## config.mk

```make
export PLATFORM = sky130hd
export DESIGN_NAME = sequenciador_de_instrucoes
export DESIGN_NICKNAME = d
export VERILOG_FILES = /design/src/rtl/sequenciador_de_instrucoes.sv
export SDC_FILE = /design/constraint.sdc
export NUM_CORES = 1
export LEC_CHECK = 0
export BUFFER_PORTS_ARGS = -buffer_cell sky130_fd_sc_hd__buf_4
export CAP_MARGIN = 20
export CORE_UTILIZATION = 35
export CTS_CLUSTER_DIAMETER = 50
export CTS_CLUSTER_SIZE = 30
export DETAILED_ROUTE_END_ITERATION = 10
export PLACE_DENSITY = 0.67
export SETUP_SLACK_MARGIN = 0.4
export SLEW_MARGIN = 40
export SYNTH_ARGS = -nofsm -noshare
export SYNTH_HDL_FRONTEND = slang
export SYNTH_SLANG_ARGS = --single-unit
```

## constraint.sdc

```tcl
create_clock -name clock -period 1.5 [get_ports clock]
set_input_delay 0.075 -clock clock [delete_from_list [all_inputs] [get_ports clock]]
set_output_delay 0.075 -clock clock [all_outputs]
set_load 0.05 [all_outputs]
```

## src/rtl/sequenciador_de_instrucoes.sv

```systemverilog
// ============================================================================
// Module      : sequenciador_de_instrucoes
// Description : Multi-cycle T1..T3 instruction sequencer for the 9-bit datapath.
//               Optional retired-instruction counter: SEQ_INSTR_COUNT_EN.
// Revision    : 1.0 - initial release
// ============================================================================
`default_nettype none

module sequenciador_de_instrucoes #(
    parameter logic [3:0] SEL_DIN = 4'd8,
    parameter logic [3:0] SEL_G   = 4'd9
) (
    input  logic        clock,
    input  logic        resetn,
    input  logic        run,
    input  logic [8:0]  iin,
    output logic [3:0]  mux_select,
    output logic [7:0]  regs_enable,
    output logic        a_enable,
    output logic        alu_output_enable,
    output logic [1:0]  alu_op_select,
    output logic        out_enable,
    output logic        busy,
    output logic        done,
    output logic        illegal,
    output logic [15:0] instr_count
);

    typedef enum logic [1:0] {
        IDLE = 2'd0,
        T1   = 2'd1,
        T2   = 2'd2,
        T3   = 2'd3
    } state_t;

    localparam logic [2:0] OP_ADD = 3'b000;
    localparam logic [2:0] OP_SUB = 3'b001;
    localparam logic [2:0] OP_NAN = 3'b010;
    localparam logic [2:0] OP_OUT = 3'b100;
    localparam logic [2:0] OP_LDI = 3'b101;
    localparam logic [2:0] OP_REP = 3'b111;

    state_t     state_q;
    state_t     state_d;
    logic [8:0] ir_q;

    logic [2:0] opcode;
    logic [2:0] rx;
    logic [2:0] ry;
    logic [7:0] rx_onehot;

    assign opcode    = ir_q[8:6];
    assign rx        = ir_q[5:3];
    assign ry        = ir_q[2:0];
    assign rx_onehot = 8'b0000_0001 << rx;

    always_ff @(posedge clock or negedge resetn) begin
        if (!resetn) begin
            state_q <= IDLE;
            ir_q    <= 9'h000;
        end else begin
            state_q <= state_d;
            if (state_q == IDLE && run) begin
                ir_q <= iin;
            end
        end
    end

    // Outputs depend only on state and IR so iin may change freely mid-instruction.
    always_comb begin
        state_d           = state_q;
        mux_select        = 4'd0;
        regs_enable       = 8'h00;
        a_enable          = 1'b0;
        alu_output_enable = 1'b0;
        alu_op_select     = 2'b00;
        out_enable        = 1'b0;
        done              = 1'b0;
        illegal           = 1'b0;
        busy              = (state_q != IDLE);

        case (state_q)
            IDLE: begin
                if (run) begin
                    state_d = T1;
                end
            end
            T1: begin
                case (opcode)
                    OP_REP: begin
                        mux_select  = {1'b0, ry};
                        regs_enable = rx_onehot;
                        done        = 1'b1;
                        state_d     = IDLE;
                    end
                    OP_LDI: begin
                        mux_select  = SEL_DIN;
                        regs_enable = rx_onehot;
                        done        = 1'b1;
                        state_d     = IDLE;
                    end
                    OP_OUT: begin
                        mux_select = {1'b0, rx};
                        out_enable = 1'b1;
                        done       = 1'b1;
                        state_d    = IDLE;
                    end
                    OP_ADD, OP_SUB, OP_NAN: begin
                        mux_select = {1'b0, rx};
                        a_enable   = 1'b1;
                        state_d    = T2;
                    end
                    default: begin
                        done    = 1'b1;
                        illegal = 1'b1;
                        state_d = IDLE;
                    end
                endcase
            end
            T2: begin
                mux_select        = {1'b0, ry};
                alu_output_enable = 1'b1;
                case (opcode)
                    OP_SUB:  alu_op_select = 2'b01;
                    OP_NAN:  alu_op_select = 2'b10;
                    default: alu_op_select = 2'b00;
                endcase
                state_d = T3;
            end
            T3: begin
                mux_select  = SEL_G;
                regs_enable = rx_onehot;
                done        = 1'b1;
                state_d     = IDLE;
            end
            default: begin
                state_d = IDLE;
            end
        endcase
    end

`ifdef SEQ_INSTR_COUNT_EN
    logic [15:0] count_q;

    always_ff @(posedge clock or negedge resetn) begin
        if (!resetn) begin
            count_q <= 16'h0000;
        end else if (done && count_q != 16'hFFFF) begin
            count_q <= count_q + 16'd1;
        end
    end

    assign instr_count = count_q;
`else
    assign instr_count = 16'h0000;
`endif

endmodule

`default_nettype wire

```

# Word-level counts from Yosys, hierarchy flattened
# Cells that the tools add are included.
[classes]
eq_ne = 9
shift = 1
mux = 18
n_reduce_logical = 8
[op_table]
columns = ["op", "n"]
rows = [
  ["$pmux W4 S3", 2],
  ["$pmux W8 S2", 1],
  ["$eq A3 B3 Y1 const B", 3],
  ["$mux W1", 8],
  ["$mux W8", 1],
  ["$pmux W2 S4", 1],
  ["$shl A1 B3 Y8 const A", 1],
  ["$mux W2", 3],
  ["$reduce_or A6 Y1", 1],
  ["$eq A2 B2 Y1 const B", 2],
  ["$pmux W2 S2", 1],
  ["$reduce_or A4 Y1", 1],
  ["$eq A3 B1 Y1 const B", 1],
  ["$eq A3 B2 Y1 const B", 1],
  ["$logic_not A3 Y1", 1],
  ["$reduce_or A3 Y1", 1],
  ["$eq A2 B1 Y1 const B", 1],
  ["$logic_not A2 Y1", 1],
  ["$ne A2 B2 Y1 const B", 1],
  ["$pmux W1 S2", 1],
  ["$reduce_bool A2 Y1", 1],
  ["$reduce_or A2 Y1", 1],
  ["$logic_and A1 B1 Y1", 1],
]
[totals]
regBits = 11
inputBits = 12
out_inout_bits = 36
wordCells = 38

# Depth between registers and ports, before layout
# Gate-level depths: netlist of the first run.
[depth]
word_depth = 4
ltp_mapped = 4
mapped_depth_nobuf = 3

# Least setup slack after synthesis of the first run
# No wires, ideal clock.
[synth_path]
path_kind = "register to output"
startpoint = "reg state_q[0]"
endpoint = "out alu_op_select[0]"
arrival_ps = 2284
required_ps = 1425
slack_ps = -859
stages_incl_launch_ff = 4
n_path_buf = 1
cell_sequence = "dfrtp_1 -> buf_6 -> nand2b_1 -> nor4b_1"
[synth_between]
elab_chain_cells = 2
[synth_lines]
columns = ["element", "line_no", "rtl"]
rows = [
  ["start: declaration", "43", "state_t state_q;"],
  ["start signal: assignment", "62", "state_q <= state_d;"],
  ["$eq A2 B2 Y1", "82", "case (state_q)"],
  ["$mux W2", "82", ""],
  ["end: declaration", "21", "output logic [1:0] alu_op_select,"],
]
# No other way between the ends.

# Worst setup path in the final report of the first run
[layout_path]
startpoint = "reg ir_q[8]"
endpoint = "out mux_select[0]"
[layout_between]
elab_chain_cells = 4
elab_cells_between_ends = 9
cone_classes = "5 x eq/ne; 2 x mux; 2 x reduce/logical"
[layout_lines]
columns = ["element", "line_no", "rtl"]
rows = [
  ["start: declaration", "45", "logic [8:0] ir_q;"],
  ["start signal: assignment", "64", "ir_q <= iin;"],
  ["$eq A3 B2 Y1 (tied with other cells)", "89", "case (opcode)"],
  ["$reduce_or A4 Y1 (no source line)", "--", ""],
  ["$pmux W4 S3 (*)", "89", ""],
  ["$pmux W4 S3 (*)", "82", ""],
  ["end: declaration", "17", "output logic [3:0] mux_select,"],
]
# Every way passes the cells marked *; elsewhere a longest branch is shown, timed or not.

==> run metrics, run 1 <==
vias per cell=4.68; Critical Path Max Stage Delay=0.45 ns; share of cells above drive strength 1=0.716; dominant cell type by area after synthesis=dfrtp_1; antenna cell count=0; drt drc=0; GPL Wtd Cong=0.729; Max Clock Skew=0.00280 ns; Synth Flop Type=dfrtp_1; Async S/R FF share, synth=1.00; Area contributors post-synth=dfrtp_1 34%, buf_4 15%, mux2_2 11%; Min-Delay Path Class=in -> reg; total CTS buffers=3; gr ovfl total=0; yosys warns=0; Starting Density=0.371; H-tree depth=1; CP max-delay cell=dfrtp_2; final worst slack=-0.112 ns; Synth top cells by count=16 x buf_4, 11 x dfrtp_1, 9 x nor2_1, 8 x mux2_2, 5 x nand2b_1; mean routed wirelength per cell=14.1 microns; num rows=17; CP Capture Type=output pin; post-placement setup slack=0.0960 ns; final net count=154; CTS tree=yes; Post-Synthesis Cell Area=812 sq um; Peak VDD IR=1.59 mV; clk sinks=11; Die Wd=50.2 microns; Seq/Total Area, Yosys=0.339; Synth top area share=0.339; Final Non-Filler Cells=169; PortBufs=31; clk slew on worst S/H paths=0.08 ns; crit path DAT=1.54 ns; failing checks=setup timing; die area=2520 sq um; worst-path cell chain=maj3_2 -> nand2b_4 -> a21oi_4 -> buf_6; Pins Over Slew Limit=0; RSZ-0062 raised after global routing=true; Starting DRT DRC Count=3; crit path max fanout=4; period utilization=1.07; CP Class=reg -> out; CP required=1.42 ns; pin count of the biggest net entering global routing=12; # IOs=48; Hold Fails Final Rpt=0; cells after synthesis=87; initial antenna violation count=0; root buffer cell=clkbuf_4; drt total wl=2380 microns; min cycle time layout=1.61 ns; DP Wirelength=1410 microns; EDFF count, synth=0; global-route wire length before repair=3950 microns; Clk Latency, worst-skew pair=0.29 ns; run status=complete, but fails checks; Die H=50.2 microns; drt pass-1 iters=4; floorplan core area=2190 sq um; synthesized area per cell=9.33 sq um; Area Growth Syn to Fin=95.8%; routed via count=791; Max-Cap Viols=0; Max Freq=620 MHz; Clock Path Buffers=2; Seq cells post-synth=11; Post-Place Cells=148; number of global-route vias before repair=792; Routed Antenna Nets=0; endpoints failing setup=16; total track usage=0.216; Leak Pwr=0.739 nW; count of cell types in the netlist=29; Setup crit start kind=flip-flop; P per Cell Area=2380 nW/um^2; top-count cell post-synth=buf_4
==> sequential cells by signal, indices dropped and copies added (netlist names), named ones only <==
name and count:
state_q 1, ir_q 9
==> layer usage <==
layer  wire, microns  global-route usage  part of all wire  vias to the layer above
li1                -                   -                 -                      369
met1             920               0.246              0.39                      382
met2            1310               0.391              0.55                       36
met3             112              0.0364             0.047                        4
met4              42              0.0905             0.018                        0
met5               0                   0                 0                        -
==> cell families (layout without fill, tap and decap cells) <==
kind of cell / after synthesis / count (layout) / share of synthesized area
other: 1 / 16 / 0.00462
buffers and inverters: 24 / 62 / 0.200
multiplexers: 9 / 9 / 0.125
adder cells (fa/ha/maj): 1 / 1 / 0.0139
XOR/XNOR: 1 / 1 / 0.0108
AO/OA/AOI/OAI: 10 / 10 / 0.0863
flip-flops: 11 / 11 / 0.339
AND/OR/NAND/NOR: 30 / 31 / 0.220
==> worst max-delay path, delay by kind of cell (launching register included) <==
kind,cells,cell delay (ns)
DFF,1,0.45
adders and majority gates,1,0.35
buffers and inverters,1,0.17
and+or+nand+nor,1,0.16
AOI/OAI and AO/OA,1,0.12
==> final timing paths <==
path	end	start	depth (start not counted)	slack [ns]
max reg2reg	ir_q[4]	flip-flop	4	0.02
max in group asynchronous	ir_q[6]	resetn	2	1.19
min in group asynchronous	ir_q[8]	resetn	2	0.14
min	ir_q[7]	iin[7]	2	0.009
min reg2reg	ir_q[1]	ir_q[1]	1	0.54
max	mux_select[0]	ir_q[8]	4	-0.11
==> cell type report <==
type / instances / area, sq um
Multi-Input combinational cell: 68 / 679
Fill cell: 158 / 601
Timing Repair Buffer: 55 / 553
Sequential cell: 11 / 280
Tap cell: 28 / 35.0
Clock buffer: 3 / 22.5
Inverter: 3 / 15.0
Clock inverter: 1 / 5.00
==> cells in the final DEF, fill, tap and decap left out, types with 2 or more instances in the layout <==
master	n
nor4b_4	2
or2_4	2
buf_4	22
inv_1	2
buf_8	5
nand2b_4	3
conb_1	16
dfrtp_2	4
mux2_4	9
dfrtp_1	7
nor2_4	7
dlygate4sd3_1	2
clkbuf_4	3
nand2b_1	2
and2_4	2
o211ai_1	2
nor3_4	4
buf_6	26
nor2_1	2
nand2_1	2
==> repair_timing <==
action                                  in CTS  in global routing
hold buffers                                 1                  1
gates resized for setup                     52                 12
hold endpoints to repair                    11                  1
pin swaps                                   11                 10
cloned                                       1                  0
buffers inserted                            10                  4
endpoints found under the setup margin      30                 30
==> per-stage QoR <==
stage | hold WS, ns | util | setup TNS [ns] | total power [mW] | instance area (sq um)
3_5_place_dp | -0.0804 | 0.537 | 0 | 2.67 | 1180
3_3_place_gp | -0.0842 | 0.537 | 0 | 2.64 | 1180
2_1_floorplan | -0.221 | - | 0 | 2.28 | 1020
5_1_grt | 0.00153 | 0.726 | -2.05 | 3.95 | 1590
4_1_cts | 0.00396 | 0.686 | -0.779 | 3.56 | 1500
6_report | 0.00906 | 0.726 | -1.08 | 3.78 | 1590
==> where the power goes <==
part	total (mW)	switching, mW	internal (mW)	leakage, nW
combinational	2.87	1.51	1.36	0.595
clock	0.227	0.127	0.0994	0.0177
sequential	0.683	0.230	0.453	0.126
Note: power is estimated with default switching activity, not from simulation.
==> run 2, diff against run 1 <==
- CORE_MARGIN: default -> 3
==> run metrics, run 2 (synthesis gave the netlist of run 1 again) <==
run status=complete, but fails checks (unchanged); failing checks=setup timing (unchanged); Post-Place Cells=147 (was 148); biggest regs=ir_q (9), state_q (1) (unchanged); total power=3.44 mW (was 3.78 mW); clk slew on worst S/H paths=0.07 ns (was 0.08 ns); max reg flops=9 (unchanged); final core occ=0.705 (was 0.726); Max-Cap Viols=0 (unchanged); post-route cell area=1470 sq um (was 1590 sq um); Pins Over Slew Limit=0 (unchanged); share of cells above drive strength 1=0.674 (was 0.716); global-route wire length before repair=3190 microns (was 3950 microns); die area=2930 sq um (was 2520 sq um); CP Capture Type=output pin (unchanged); Worst R2R Setup Slack=0 ns (was 0.02 ns); DP Wirelength=1480 microns (was 1410 microns); Max Freq=635 MHz (was 620 MHz); Max Clock Skew=0.000779 ns (was 0.00280 ns); r2r worst-path depth=4 (unchanged); Peak VDD IR=1.32 mV (was 1.59 mV); num rows=16 (was 17); Setup crit start kind=flip-flop (unchanged); Setup crit start=ir_q[6] (was ir_q[8]); Routed Antenna Nets=0 (unchanged); period utilization=1.05 (was 1.07); most frequent cells in the layout=23 x buf_4, 23 x buf_6, 16 x conb_1, 10 x dfrtp_1, 8 x mux2_4 (was 26 x buf_6, 22 x buf_4, 16 x conb_1, 9 x mux2_4); final net count=148 (was 154); Clk Latency, worst-skew pair=0.27 ns (was 0.29 ns); vias per cell=4.52 (was 4.68); Leak Pwr=0.683 nW (was 0.739 nW); Die H=54.2 microns (was 50.2 microns); final worst slack=-0.0748 ns (was -0.112 ns); met1 wire length=919 microns (was 920 microns); crit path DAT=1.50 ns (was 1.54 ns); PortBufs=31 (unchanged); total track usage=0.153 (was 0.216); antenna cell count=0 (unchanged); number of global-route vias before repair=662 (was 792); floorplan core area=2080 sq um (was 2190 sq um); H-tree depth=1 (unchanged); Worst Setup EP=done (was mux_select[0]); Starting DRT DRC Count=5 (was 3); post-placement setup slack=0.109 ns (was 0.0960 ns); met2 routed WL=1040 microns (was 1310 microns); crit path max fanout=6 (was 4); worst path bufs/invs=2 (was 1); Top delay family on crit path=flip-flops (unchanged); # IOs=48 (unchanged); Critical Path Max Stage Delay=0.42 ns (was 0.45 ns); drt pass-1 iters=3 (was 4); Clock Path Buffers=2 (unchanged); r2r endpoint=ir_q[5] (was ir_q[4]); Die Wd=54.2 microns (was 50.2 microns); worst-path cell chain=buf_4 -> and2_4 -> o31a_2 -> buf_6 (was maj3_2 -> nand2b_4 -> a21oi_4 -> buf_6); drt total wl=2160 microns (was 2380 microns); drt drc=0 (unchanged); root buffer cell=clkbuf_4 (unchanged); CP Class=reg -> out (unchanged); CP max-delay cell=dfrtp_1 (was dfrtp_2); Hold Fails Final Rpt=0 (unchanged); GPL Wtd Cong=0.746 (was 0.729); total CTS buffers=3 (unchanged); WP depth=4 (unchanged); mean routed wirelength per cell=13.3 microns (was 14.1 microns); RSZ-0062 raised after global routing=true (unchanged); P per Cell Area=2340 nW/um^2 (was 2380 nW/um^2); endpoints failing setup=12 (was 16); Final Non-Filler Cells=162 (was 169); pin count of the biggest net entering global routing=12 (unchanged); Reg with most FFs=ir_q (unchanged); gr ovfl total=0 (unchanged); dpl cell area=1180 sq um (about the same); Highest Signal Layer=met4 (unchanged); Min-Delay Path Class=in -> reg (unchanged); Starting Density=0.390 (was 0.371); CTS tree=yes (unchanged); min cycle time layout=1.57 ns (was 1.61 ns); clk sinks=11 (unchanged); routed via count=733 (was 791); WL met3=161 microns (was 112 microns); Area Growth Syn to Fin=80.7% (was 95.8%); CP required=1.42 ns (about the same); initial antenna violation count=0 (unchanged)
## run 2: cell types whose count changed in the layout (fill, tap and decap cells not counted), moves of 3 or more
cell     previous run  this run
dfrtp_1             7        10
buf_6              26        23
dfrtp_2             4         1
buf_8               5         2
## run 2: worst register-to-register path, stage by stage, from the launching register on
cell and delay (ns):
dfrtp_2 0.46, buf_6 0.13, or2_4 0.27, nor2_4 0.19, mux2_4 0.32
## run 2: per-layer routing
| layer | GRT usage | up-vias |
|---|---|---|
| met2 | 0.257 | 35 |
| met1 | 0.200 | 336 |
| met5 | 0 | - |
| met4 | 0.0498 | 0 |
| met3 | 0.0194 | 4 |
| li1 | - | 358 |
## run 2: worst min-delay path by stage
stage,startpoint,endpoint,slack [ns],depth (start not counted)
5_1_grt,iin[2],ir_q[2],0.02,2
3_5_place_dp,resetn,ir_q[8],-0.08,1
2_1_floorplan,resetn,async pin,-0.22,0
3_3_place_gp,resetn,ir_q[8],-0.08,1
4_1_cts,iin[8],ir_q[8],0.03,2
6_report,iin[8],ir_q[8],0.03,2
## run 2: where the power goes
group / internal, mW / switching, mW / leakage [nW] / total, mW
Combinational: 1.16 / 1.40 / 0.539 / 2.56
Clock: 0.103 / 0.101 / 0.0150 / 0.204
Sequential: 0.445 / 0.226 / 0.129 / 0.671
## run 2: layout make-up
cell class                      count  area [sq um]
Multi-Input combinational cell     68           644
Inverter                            3          15.0
Timing Repair Buffer               49           472
Clock buffer                        4          26.3
Tap cell                           27          33.8
Fill cell                         159           614
Sequential cell                    11           277
## run 2: metrics by stage
step | hold WS (ns) | setup TNS (ns)
4_1_cts | 0.0271 | -0.343
5_1_grt | 0.0228 | -1.40
2_1_floorplan | -0.221 | 0
3_3_place_gp | -0.0845 | 0
3_5_place_dp | -0.0825 | 0
6_report | 0.0317 | -0.403
## run 2: repair_timing
action / in CTS / in global routing
pin swaps: 13 / 6
hold endpoints to repair: 11 / 0
hold buffers: 1 / 0
endpoints found under the setup margin: 30 / 30
gates resized for setup: 45 / 1
buffers inserted: 7 / 2
cloned: 1 / 0
==> run 3, diff against run 2 <==
- SETUP_SLACK_MARGIN: 0.4 -> default
- TNS_END_PERCENT: default -> 1
==> run metrics, run 3 (synthesis gave the netlist of run 1 again) <==
run status=complete, but fails checks (unchanged); failing checks=setup timing (unchanged); CTS tree=yes (unchanged); drt total wl=1760 microns (was 2160 microns); clk slew on worst S/H paths=0.07 ns (about the same); Sw Ratio=0.516 (was 0.503); Area Growth Syn to Fin=50.4% (was 80.7%); global-route wire length before repair=2670 microns (was 3190 microns); clk sinks=11 (unchanged); Final Non-Filler Cells=152 (was 162); WP depth=4 (unchanged); final core occ=0.587 (was 0.705); CP required=1.42 ns (about the same); num rows=16 (unchanged); CP Capture Type=output pin (unchanged); combinational power share=0.699 (was 0.746); worst-path cell chain=maj3_2 -> nand2b_4 -> a21oi_2 -> buf_6 (was buf_4 -> and2_4 -> o31a_2 -> buf_6); commonest non-fill, non-tap cell in the layout=buf_4; crit path DAT=1.49 ns (was 1.50 ns); period utilization=1.04 (was 1.05); post-placement setup slack=0.116 ns (was 0.109 ns); PortBufs=31 (unchanged); vias per cell=4.43 (was 4.52); CP Class=reg -> out (unchanged); Reg with most FFs=ir_q (unchanged); Leak Pwr=0.571 nW (was 0.683 nW); Peak VDD IR=1.29 mV (was 1.32 mV); total power=2.84 mW (was 3.44 mW); dpl cell area=1050 sq um (was 1180 sq um); Min-Delay Path Class=in -> reg (unchanged); drt pass-1 iters=3 (unchanged); Worst Setup EP=mux_select[0] (was done); number of global-route vias before repair=601 (was 662); final net count=138 (was 148); Die Wd=54.2 microns (unchanged); most frequent cells in the layout=24 x buf_4, 16 x conb_1, 15 x buf_6, 9 x dfrtp_1, 8 x mux2_2 (was 23 x buf_4, 23 x buf_6, 16 x conb_1, 10 x dfrtp_1, 8 x mux2_4); r2r endpoint=ir_q[3] (was ir_q[5]); mean routed wirelength per cell=11.6 microns (was 13.3 microns); Flop pwr share=0.229 (was 0.195); Critical Path Max Stage Delay=0.42 ns (about the same); Max Clock Skew=0.00212 ns (was 0.000779 ns); max reg flops=9 (unchanged); min cycle time layout=1.57 ns (about the same); pin count of the biggest net entering global routing=12 (unchanged); # fillers=175 (was 159); root buffer cell=clkbuf_4 (unchanged); die area=2930 sq um (unchanged); clock power share=0.071 (was 0.059); Setup crit start=ir_q[6] (unchanged); floorplan core area=2080 sq um (unchanged); endpoints failing setup=4 (was 12); Routed Antenna Nets=0 (unchanged); total CTS buffers=3 (unchanged); GPL Wtd Cong=0.756 (was 0.746); initial antenna violation count=0 (unchanged); Clock Path Buffers=2 (unchanged); Pins Over Slew Limit=0 (unchanged); crit path max fanout=4 (was 6); Max Freq=639 MHz (was 635 MHz); Starting Density=0.390 (unchanged); Worst R2R Setup Slack=0.10 ns (was 0 ns); Starting DRT DRC Count=5 (unchanged); RSZ-0062 raised after global routing=true (unchanged); Clk Latency, worst-skew pair=0.26 ns (was 0.27 ns); antenna cell count=0 (unchanged); Setup crit start kind=flip-flop (unchanged); drt drc=0 (unchanged); routed via count=674 (was 733); biggest regs=ir_q (9), state_q (1) (unchanged); P per Cell Area=2320 nW/um^2 (was 2340 nW/um^2); H-tree depth=1 (unchanged); worst path bufs/invs=1 (was 2); final worst slack=-0.0652 ns (was -0.0748 ns); Hold Fails Final Rpt=0 (unchanged); Psw=1.46 mW (was 1.73 mW); Max-Cap Viols=0 (unchanged); share of cells above drive strength 1=0.600 (was 0.674); Top delay family on crit path=flip-flops (unchanged); DP Wirelength=1380 microns (was 1480 microns); total track usage=0.122 (was 0.153); P_int=1.37 mW (was 1.71 mW); CP max-delay cell=dfrtp_1 (unchanged); Die H=54.2 microns (unchanged); gr ovfl total=0 (unchanged); r2r worst-path depth=3 (was 4); post-route cell area=1220 sq um (was 1470 sq um); # IOs=48 (unchanged); Post-Place Cells=144 (was 147)
-- run 3: cell count changes in the layout (fill, tap and decap cells not counted), sizes merged --
cell	before	now
buf	48	39
clkinvlp	1	0
inv	2	3
nor2	11	10
-- run 3: cell type report --
cell class                      instances  area, sq um  share of cell area
Inverter                                3         11.3             0.00922
Clock buffer                            4         26.3              0.0215
Tap cell                               27         33.8              0.0277
Multi-Input combinational cell         67          513               0.420
Timing Repair Buffer                   40          359               0.294
Sequential cell                        11          278               0.227
-- run 3: routing by layer --
| layer | share of wire | global-route usage |
|---|---|---|
| met5 | 0 | 0 |
| met4 | 0.0051 | 0.0373 |
| met3 | 0.074 | 0.0222 |
| met2 | 0.51 | 0.205 |
| met1 | 0.41 | 0.157 |
-- run 3: worst min-delay path by stage --
stage | start | endpoint | slack [ns] | depth (start not counted)
2_1_floorplan | resetn | async pin | -0.22 | 0
4_1_cts | iin[5] | ir_q[5] | 0.02 | 2
6_report | iin[5] | ir_q[5] | 0.04 | 2
3_3_place_gp | resetn | ir_q[2] | -0.09 | 1
5_1_grt | iin[6] | ir_q[6] | 0.03 | 2
3_5_place_dp | resetn | ir_q[1] | -0.08 | 1
-- run 3: power groups by stage --
stage               logic (mW)  clock network, mW  registers, mW
finish                    1.98              0.203          0.650
global route              2.11              0.227          0.668
CTS                       1.91              0.209          0.633
detailed placement        1.73                  0          0.629
global placement          1.72                  0          0.621
floorplan                 1.43                  0          0.531
-- run 3: metrics by stage --
stage                     hold WS [ns]  TNS (ns)
after detailed placement       -0.0807         0
after floorplan                 -0.221     -1.69
after global routing            0.0308    -0.820
after global placement         -0.0852         0
after CTS                       0.0214    -0.340
final                           0.0358   -0.0986
-- run 3: repair_timing --
item                                    4_1_cts  5_1_grt
hold buffers                                  1        0
endpoints found under the setup margin       14       17
buffers inserted                              3        0
hold endpoints to repair                     11        0
pin swaps                                     4        2
resized for setup                            17       16
